**config.mk**
```make
export PLATFORM = sky130hd
export DESIGN_NAME = axicb_slv_wr_route_ctrl
export DESIGN_NICKNAME = d
export VERILOG_FILES = /design/src/rtl/axicb_pkg.sv /design/src/rtl/axicb_slv_addr_decode.sv /design/src/rtl/axicb_slv_wr_route_ctrl.sv
export SDC_FILE = /design/constraint.sdc
export NUM_CORES = 1
export LEC_CHECK = 0
export ABC_AREA = 0
export ABC_CLOCK_PERIOD_IN_PS = 2850
export CORE_MARGIN = 5
export CORE_UTILIZATION = 39
export DETAILED_ROUTE_END_ITERATION = 8
export GPL_TIMING_DRIVEN = 0
export HOLD_SLACK_MARGIN = 0.06
export PLACE_DENSITY_LB_ADDON = 0.3
export RECOVER_POWER = 25
export SLEW_MARGIN = 20
export SYNTH_ARGS = -nofsm -noshare
export SYNTH_HDL_FRONTEND = slang
export SYNTH_SLANG_ARGS = --single-unit
```
**constraint.sdc**
```tcl
create_clock -name aclk -period 2.85 [get_ports aclk]
set_input_delay 0.4275 -clock aclk [delete_from_list [all_inputs] [get_ports aclk]]
set_output_delay 0.4275 -clock aclk [all_outputs]
set_load 0.005 [all_outputs]
```
**src/rtl/axicb_pkg.sv**
```systemverilog
// Shared types for the crossbar slave-side switch: outstanding-route table entry
// and pointer width helper.
package axicb_pkg;

  localparam int SLV_NB_MAX = 4;

  typedef struct packed {
    logic                  decerr;
    logic [SLV_NB_MAX-1:0] sel;
  } route_t;

  function automatic int ptr_w(input int depth);
    return (depth > 1) ? $clog2(depth) : 1;
  endfunction

endpackage

```
**src/rtl/axicb_slv_addr_decode.sv**
```systemverilog
// Address-range decoder: one-hot slave select (lowest index wins) or decode error,
// filtered by the master's allowed routes. Shared by read and write paths.
module axicb_slv_addr_decode
  import axicb_pkg::*;
#(
  parameter int          AXI_ADDR_W      = 8,
  parameter int          SLV_NB          = 4,
  parameter logic [3:0]  MST_ROUTES      = 4'b1111,
  parameter logic [63:0] SLV0_START_ADDR = 0,
  parameter logic [63:0] SLV0_END_ADDR   = 4095,
  parameter logic [63:0] SLV1_START_ADDR = 4096,
  parameter logic [63:0] SLV1_END_ADDR   = 8191,
  parameter logic [63:0] SLV2_START_ADDR = 8192,
  parameter logic [63:0] SLV2_END_ADDR   = 12287,
  parameter logic [63:0] SLV3_START_ADDR = 12288,
  parameter logic [63:0] SLV3_END_ADDR   = 16383
) (
  input  logic [AXI_ADDR_W-1:0] addr,
  output logic [SLV_NB-1:0]     sel,
  output logic                  decerr
);

  localparam logic [63:0] START [SLV_NB_MAX] =
    '{SLV0_START_ADDR, SLV1_START_ADDR, SLV2_START_ADDR, SLV3_START_ADDR};
  localparam logic [63:0] STOP [SLV_NB_MAX] =
    '{SLV0_END_ADDR, SLV1_END_ADDR, SLV2_END_ADDR, SLV3_END_ADDR};

  logic [63:0] addr_ext;
  logic        found;

  assign addr_ext = 64'(addr);

  always_comb begin
    sel   = '0;
    found = 1'b0;
    for (int i = 0; i < SLV_NB; i++) begin
      if (!found && MST_ROUTES[i] && addr_ext >= START[i] && addr_ext <= STOP[i]) begin
        sel[i] = 1'b1;
        found  = 1'b1;
      end
    end
  end

  assign decerr = (sel == '0);

endmodule

```
**src/rtl/axicb_slv_wr_route_ctrl.sv**
```systemverilog
// Write-path route scheduler for one master port: queues decoded AW routes,
// steers W bursts then B responses in AW order, throttles AW when the table is full.
module axicb_slv_wr_route_ctrl
  import axicb_pkg::*;
#(
  parameter int          AXI_ADDR_W      = 8,
  parameter int          SLV_NB          = 4,
  parameter logic [3:0]  MST_ROUTES      = 4'b1111,
  parameter int          MST_OSTDREQ_NUM = 4,
  parameter logic [63:0] SLV0_START_ADDR = 0,
  parameter logic [63:0] SLV0_END_ADDR   = 4095,
  parameter logic [63:0] SLV1_START_ADDR = 4096,
  parameter logic [63:0] SLV1_END_ADDR   = 8191,
  parameter logic [63:0] SLV2_START_ADDR = 8192,
  parameter logic [63:0] SLV2_END_ADDR   = 12287,
  parameter logic [63:0] SLV3_START_ADDR = 12288,
  parameter logic [63:0] SLV3_END_ADDR   = 16383
) (
  input  logic                  aclk,
  input  logic                  aresetn,
  input  logic                  srst,
  input  logic [AXI_ADDR_W-1:0] i_awaddr,
  input  logic                  i_aw_fire,
  output logic [SLV_NB-1:0]     o_aw_sel,
  output logic                  o_aw_decerr,
  output logic                  o_aw_stall,
  input  logic                  i_w_fire,
  input  logic                  i_wlast,
  output logic                  o_w_en,
  output logic [SLV_NB-1:0]     o_w_sel,
  output logic                  o_w_sink,
  input  logic                  i_b_fire,
  output logic                  o_b_en,
  output logic [SLV_NB-1:0]     o_b_sel,
  output logic                  o_b_decerr
);

  localparam int PW = ptr_w(MST_OSTDREQ_NUM);
  localparam int CW = PW + 1;

  // Handshake contract: each *_fire input is a completed valid&ready transfer on the
  // switch side, and is legal only while the matching enable (or !o_aw_stall) is high.

  route_t          table_q [MST_OSTDREQ_NUM];
  route_t          aw_entry;
  logic [PW-1:0]   wr_ptr, w_ptr, b_ptr;
  logic [CW-1:0]   w_cnt, b_cnt, w_cnt_nxt, b_cnt_nxt;
  logic            aw_push, w_done, b_pop;

  axicb_slv_addr_decode #(
    .AXI_ADDR_W(AXI_ADDR_W), .SLV_NB(SLV_NB), .MST_ROUTES(MST_ROUTES),
    .SLV0_START_ADDR(SLV0_START_ADDR), .SLV0_END_ADDR(SLV0_END_ADDR),
    .SLV1_START_ADDR(SLV1_START_ADDR), .SLV1_END_ADDR(SLV1_END_ADDR),
    .SLV2_START_ADDR(SLV2_START_ADDR), .SLV2_END_ADDR(SLV2_END_ADDR),
    .SLV3_START_ADDR(SLV3_START_ADDR), .SLV3_END_ADDR(SLV3_END_ADDR)
  ) u_decode (
    .addr   (i_awaddr),
    .sel    (o_aw_sel),
    .decerr (o_aw_decerr)
  );

  assign o_aw_stall = ((w_cnt + b_cnt) == CW'(MST_OSTDREQ_NUM));
  assign aw_push    = i_aw_fire && !o_aw_stall;
  assign o_w_en     = (w_cnt != '0);
  assign o_b_en     = (b_cnt != '0);
  assign w_done     = i_w_fire && i_wlast && o_w_en;
  assign b_pop      = i_b_fire && o_b_en;
  assign aw_entry   = '{decerr: o_aw_decerr, sel: SLV_NB_MAX'(o_aw_sel)};

  assign o_w_sel    = o_w_en ? table_q[w_ptr].sel[SLV_NB-1:0] : '0;
  assign o_w_sink   = o_w_en && table_q[w_ptr].decerr;
  assign o_b_sel    = o_b_en ? table_q[b_ptr].sel[SLV_NB-1:0] : '0;
  assign o_b_decerr = o_b_en && table_q[b_ptr].decerr;

  // A completing W burst moves its entry from the W count to the B count.
  always_comb begin
    w_cnt_nxt = w_cnt;
    b_cnt_nxt = b_cnt;
    if (aw_push) w_cnt_nxt = w_cnt_nxt + CW'(1);
    if (w_done) begin
      w_cnt_nxt = w_cnt_nxt - CW'(1);
      b_cnt_nxt = b_cnt_nxt + CW'(1);
    end
    if (b_pop) b_cnt_nxt = b_cnt_nxt - CW'(1);
  end

  always_ff @(posedge aclk or negedge aresetn) begin
    if (!aresetn) begin
      wr_ptr <= '0;
      w_ptr  <= '0;
      b_ptr  <= '0;
      w_cnt  <= '0;
      b_cnt  <= '0;
    end else if (srst) begin
      wr_ptr <= '0;
      w_ptr  <= '0;
      b_ptr  <= '0;
      w_cnt  <= '0;
      b_cnt  <= '0;
    end else begin
      if (aw_push) wr_ptr <= wr_ptr + PW'(1);
      if (w_done)  w_ptr  <= w_ptr + PW'(1);
      if (b_pop)   b_ptr  <= b_ptr + PW'(1);
      w_cnt <= w_cnt_nxt;
      b_cnt <= b_cnt_nxt;
    end
  end

  // Entries are only read while counted valid, so storage needs no reset.
  always_ff @(posedge aclk) begin
    if (aw_push) table_q[wr_ptr] <= aw_entry;
  end

  a_aw_no_stall: assert property (@(posedge aclk) disable iff (!aresetn || srst)
    i_aw_fire |-> !o_aw_stall) else $error("aw_fire while table full");
  a_w_en: assert property (@(posedge aclk) disable iff (!aresetn || srst)
    i_w_fire |-> o_w_en) else $error("w_fire with no W route");
  a_b_en: assert property (@(posedge aclk) disable iff (!aresetn || srst)
    i_b_fire |-> o_b_en) else $error("b_fire with no B route");

endmodule
```
==> results by group <==
Global route
  – Initial antenna violation count: 0
  – First-pass GRT wire length: 1930 um
  – Total congestion overflow: 0
  – Largest net degree at the start of global routing: 8
  – GRT Util Overall: 0.100
  – Vias in the first global route: 461

Clocking
  – Clock root cell: clkbuf_4
  – CTS tree: built
  – Setup bufs post-CTS: 0
  – Cts hold-fix bufs: 0
  – H-tree lvl count: 1
  – Clock slew at reported path FFs: 0.05 ns
  – CTS max path bufs: 2
  – Clock sinks: 6
  – Post-CTS Resized: 0
  – Clock Latency Late Sink: 0.24 ns
  – Clock buffer count from CTS: 3

Timing
  – Final worst path period need: 2.75 ns
  – Final setup vio count: 0
  – Fin. Hold Viols: 0
  – Final TNS setup: 0 ns
  – RSZ-0062 raised after global routing: no
  – Period utilisation layout: 0.966
  – Setup Skew: 0.00274 ns
  – Max Freq: 363 MHz
  – Fin. max-slew vios: 0

Place
  – Hpwl dp: 1010 um
  – Port bufs: 11
  – Gpl congestion: 0.734

Routing
  – Vias per inst: 4.38
  – Avg WL per Cell: 10.8 um
  – Routed Antenna Nets: 0
  – Residual DRC: 0
  – Final WL: 1160 um
  – Vias: 473
  – Pre-Repair DR Iteration Count: 2
  – Initial DRC count: 2

Floorplan
  – Starting Density: 0.425
  – Rows: 14
  – IO Pins: 33
  – Die width: 51.2 um
  – Full die area: 2630 um^2
  – Core Footprint: 1560 um^2
  – Die Span Y: 51.2 um

Worst setup path
  – Crit start category: flop
  – Arr. time, crit path: 2.33 ns
  – Nature of the critical path endpoint: output port
  – Worst Path Required: 2.42 ns
  – Crit path kind: flop to output port
  – Crit path max fanout: 5
  – Worst r2r src: b_cnt[0]
  – Crit. Startpoint: b_cnt[0]

Synthesis
  – Register area share after synthesis: 0.226
  – Post-synth ARST share: 1.00
  – FF+latch count, synth: 6
  – Primary FF master, synth: dfrtp_1
  – Area leader, netlist: dfrtp_1
  – Cell area after synthesis: 663 um^2
  – Synth top area share: 0.226
  – Top post-synthesis cells by area: dfrtp_1 23%, buf_4 17%, ha_1 13%
  – Post-Syn Instances: 67
  – EDFF count, synth: 0
  – Post-synthesis cell type count: 24
  – Yosys warns: 0
  – Synth Area per Inst: 9.90 um^2

Layout
  – Area growth syn-to-layout: 29.2%
  – Commonest non-fill, non-tap cells in the layout: 15 x buf_4, 13 x conb_1, 10 x clkdlybuf4s50_1, 7 x ha_1
  – Layout cells sized above 1: 0.239
  – Total Nets Final: 117
  – Most common cell after layout, fill and taps aside: buf_4
  – Fill cells: 147
  – Storage cell area: 150 um^2
  – Antenna cell count: 0
  – Final core occ: 0.550
  – Area of the multi-input gates: 427 um^2

Pwr
  – Flop pwr share: 0.201
  – Logic pwr share: 0.699
  – Switching power: 0.294 mW
  – Pwr Density: 904 nW/um^2
  – Internal power: 0.480 mW
  – Leakage: 0.470 nW
  – VDD IR max: 0.375 mV
  – Clock power share: 0.101
  – Switch share: 0.380

Run
  – Max-cap violation count: 0

Min path
  – HP Class: input pin to async pin

Status
  – Status: finished clean
-- synth_stat cells (all sizes together) (2+ instances only) --
library cell	number
nand2b	2
nand3	3
dfrtp	6
conb	2
xnor3	3
ha	7
a21oi	3
inv	4
nor2	6
xnor2	2
nand2	2
buf	15
and2	2
-- flip-flops by register name, indices dropped and copies added (netlist names) --
signal and cells:
w_cnt 3, b_cnt 3
-- metrics by stage --
step / instance area (um^2) / std cells / power [mW] / setup slack, ns / hold WS, ns
after floorplan: 704 / 78 / 0.516 / 0.501 / 0.132
after global placement: 835 / 105 / 0.683 / 0.386 / 0.664
after detailed placement: 835 / 105 / 0.704 / 0.320 / 0.684
after CTS: 857 / 108 / 0.789 / 0.0740 / 0.427
after global routing: 857 / 108 / 0.855 / 0.0171 / 0.505
final: 857 / 108 / 0.775 / 0.0956 / 0.497
-- critical path, cell delays in order, from the launching register on --
cell and delay (ns):
dfrtp_1 0.44, ha_1 0.22, fa_1 0.38, xnor3_2 0.42, nor2_1 0.11, clkdlybuf4s50_1 0.51
-- layer usage --
layer,vias to the layer above,track usage,share of wire
met5,-,0,0
met1,215,0.121,0.43
li1,242,-,-
met2,14,0.157,0.49
met4,0,0.0655,0.010
met3,2,0.0291,0.064
-- kinds of logic (layout without fill, tap and decap cells) --
logic type	count (synthesis)	after routing	synth area share
compound gates	7	7	0.0849
xor+xnor	6	6	0.166
fa+ha+maj	8	8	0.162
buf+inv	19	33	0.192
flops	6	6	0.226
mux	2	2	0.0321
other cells	2	13	0.0113
simple gates	17	17	0.125
-- path summary, 6_finish.rpt --
| check | end | slack, ns | cells after the start |
|---|---|---|---|
| max | o_aw_stall | 0.1 | 5 |
| min in group aclk | b_cnt[2] | 0.69 | 2 |
| min | b_cnt[2] | 0.50 | 1 |
| min reg2reg | b_cnt[2] | 0.69 | 2 |
| max reg2reg | w_cnt[1] | 0.32 | 8 |
| max in group asynchronous | w_cnt[1] | 2.13 | 1 |
-- power by group through the flow --
stage	Clock (mW)	Combinational, mW	Sequential (mW)
final	0.0780	0.541	0.156
after global routing	0.0858	0.609	0.160
after CTS	0.0819	0.550	0.157
after detailed placement	0	0.546	0.158
after global placement	0	0.527	0.156
after floorplan	0	0.371	0.145
-- final cells by class --
type / count / share of cell area
Buffer: 15 / 0.131
Clock buffer: 3 / 0.0263
Inverter: 4 / 0.0175
Multi-Input combinational cell: 53 / 0.498
Sequential cell: 6 / 0.175
Tap cell: 16 / 0.0234
Timing Repair Buffer: 11 / 0.128
No activity file was read; power rests on OpenSTA's default activity.
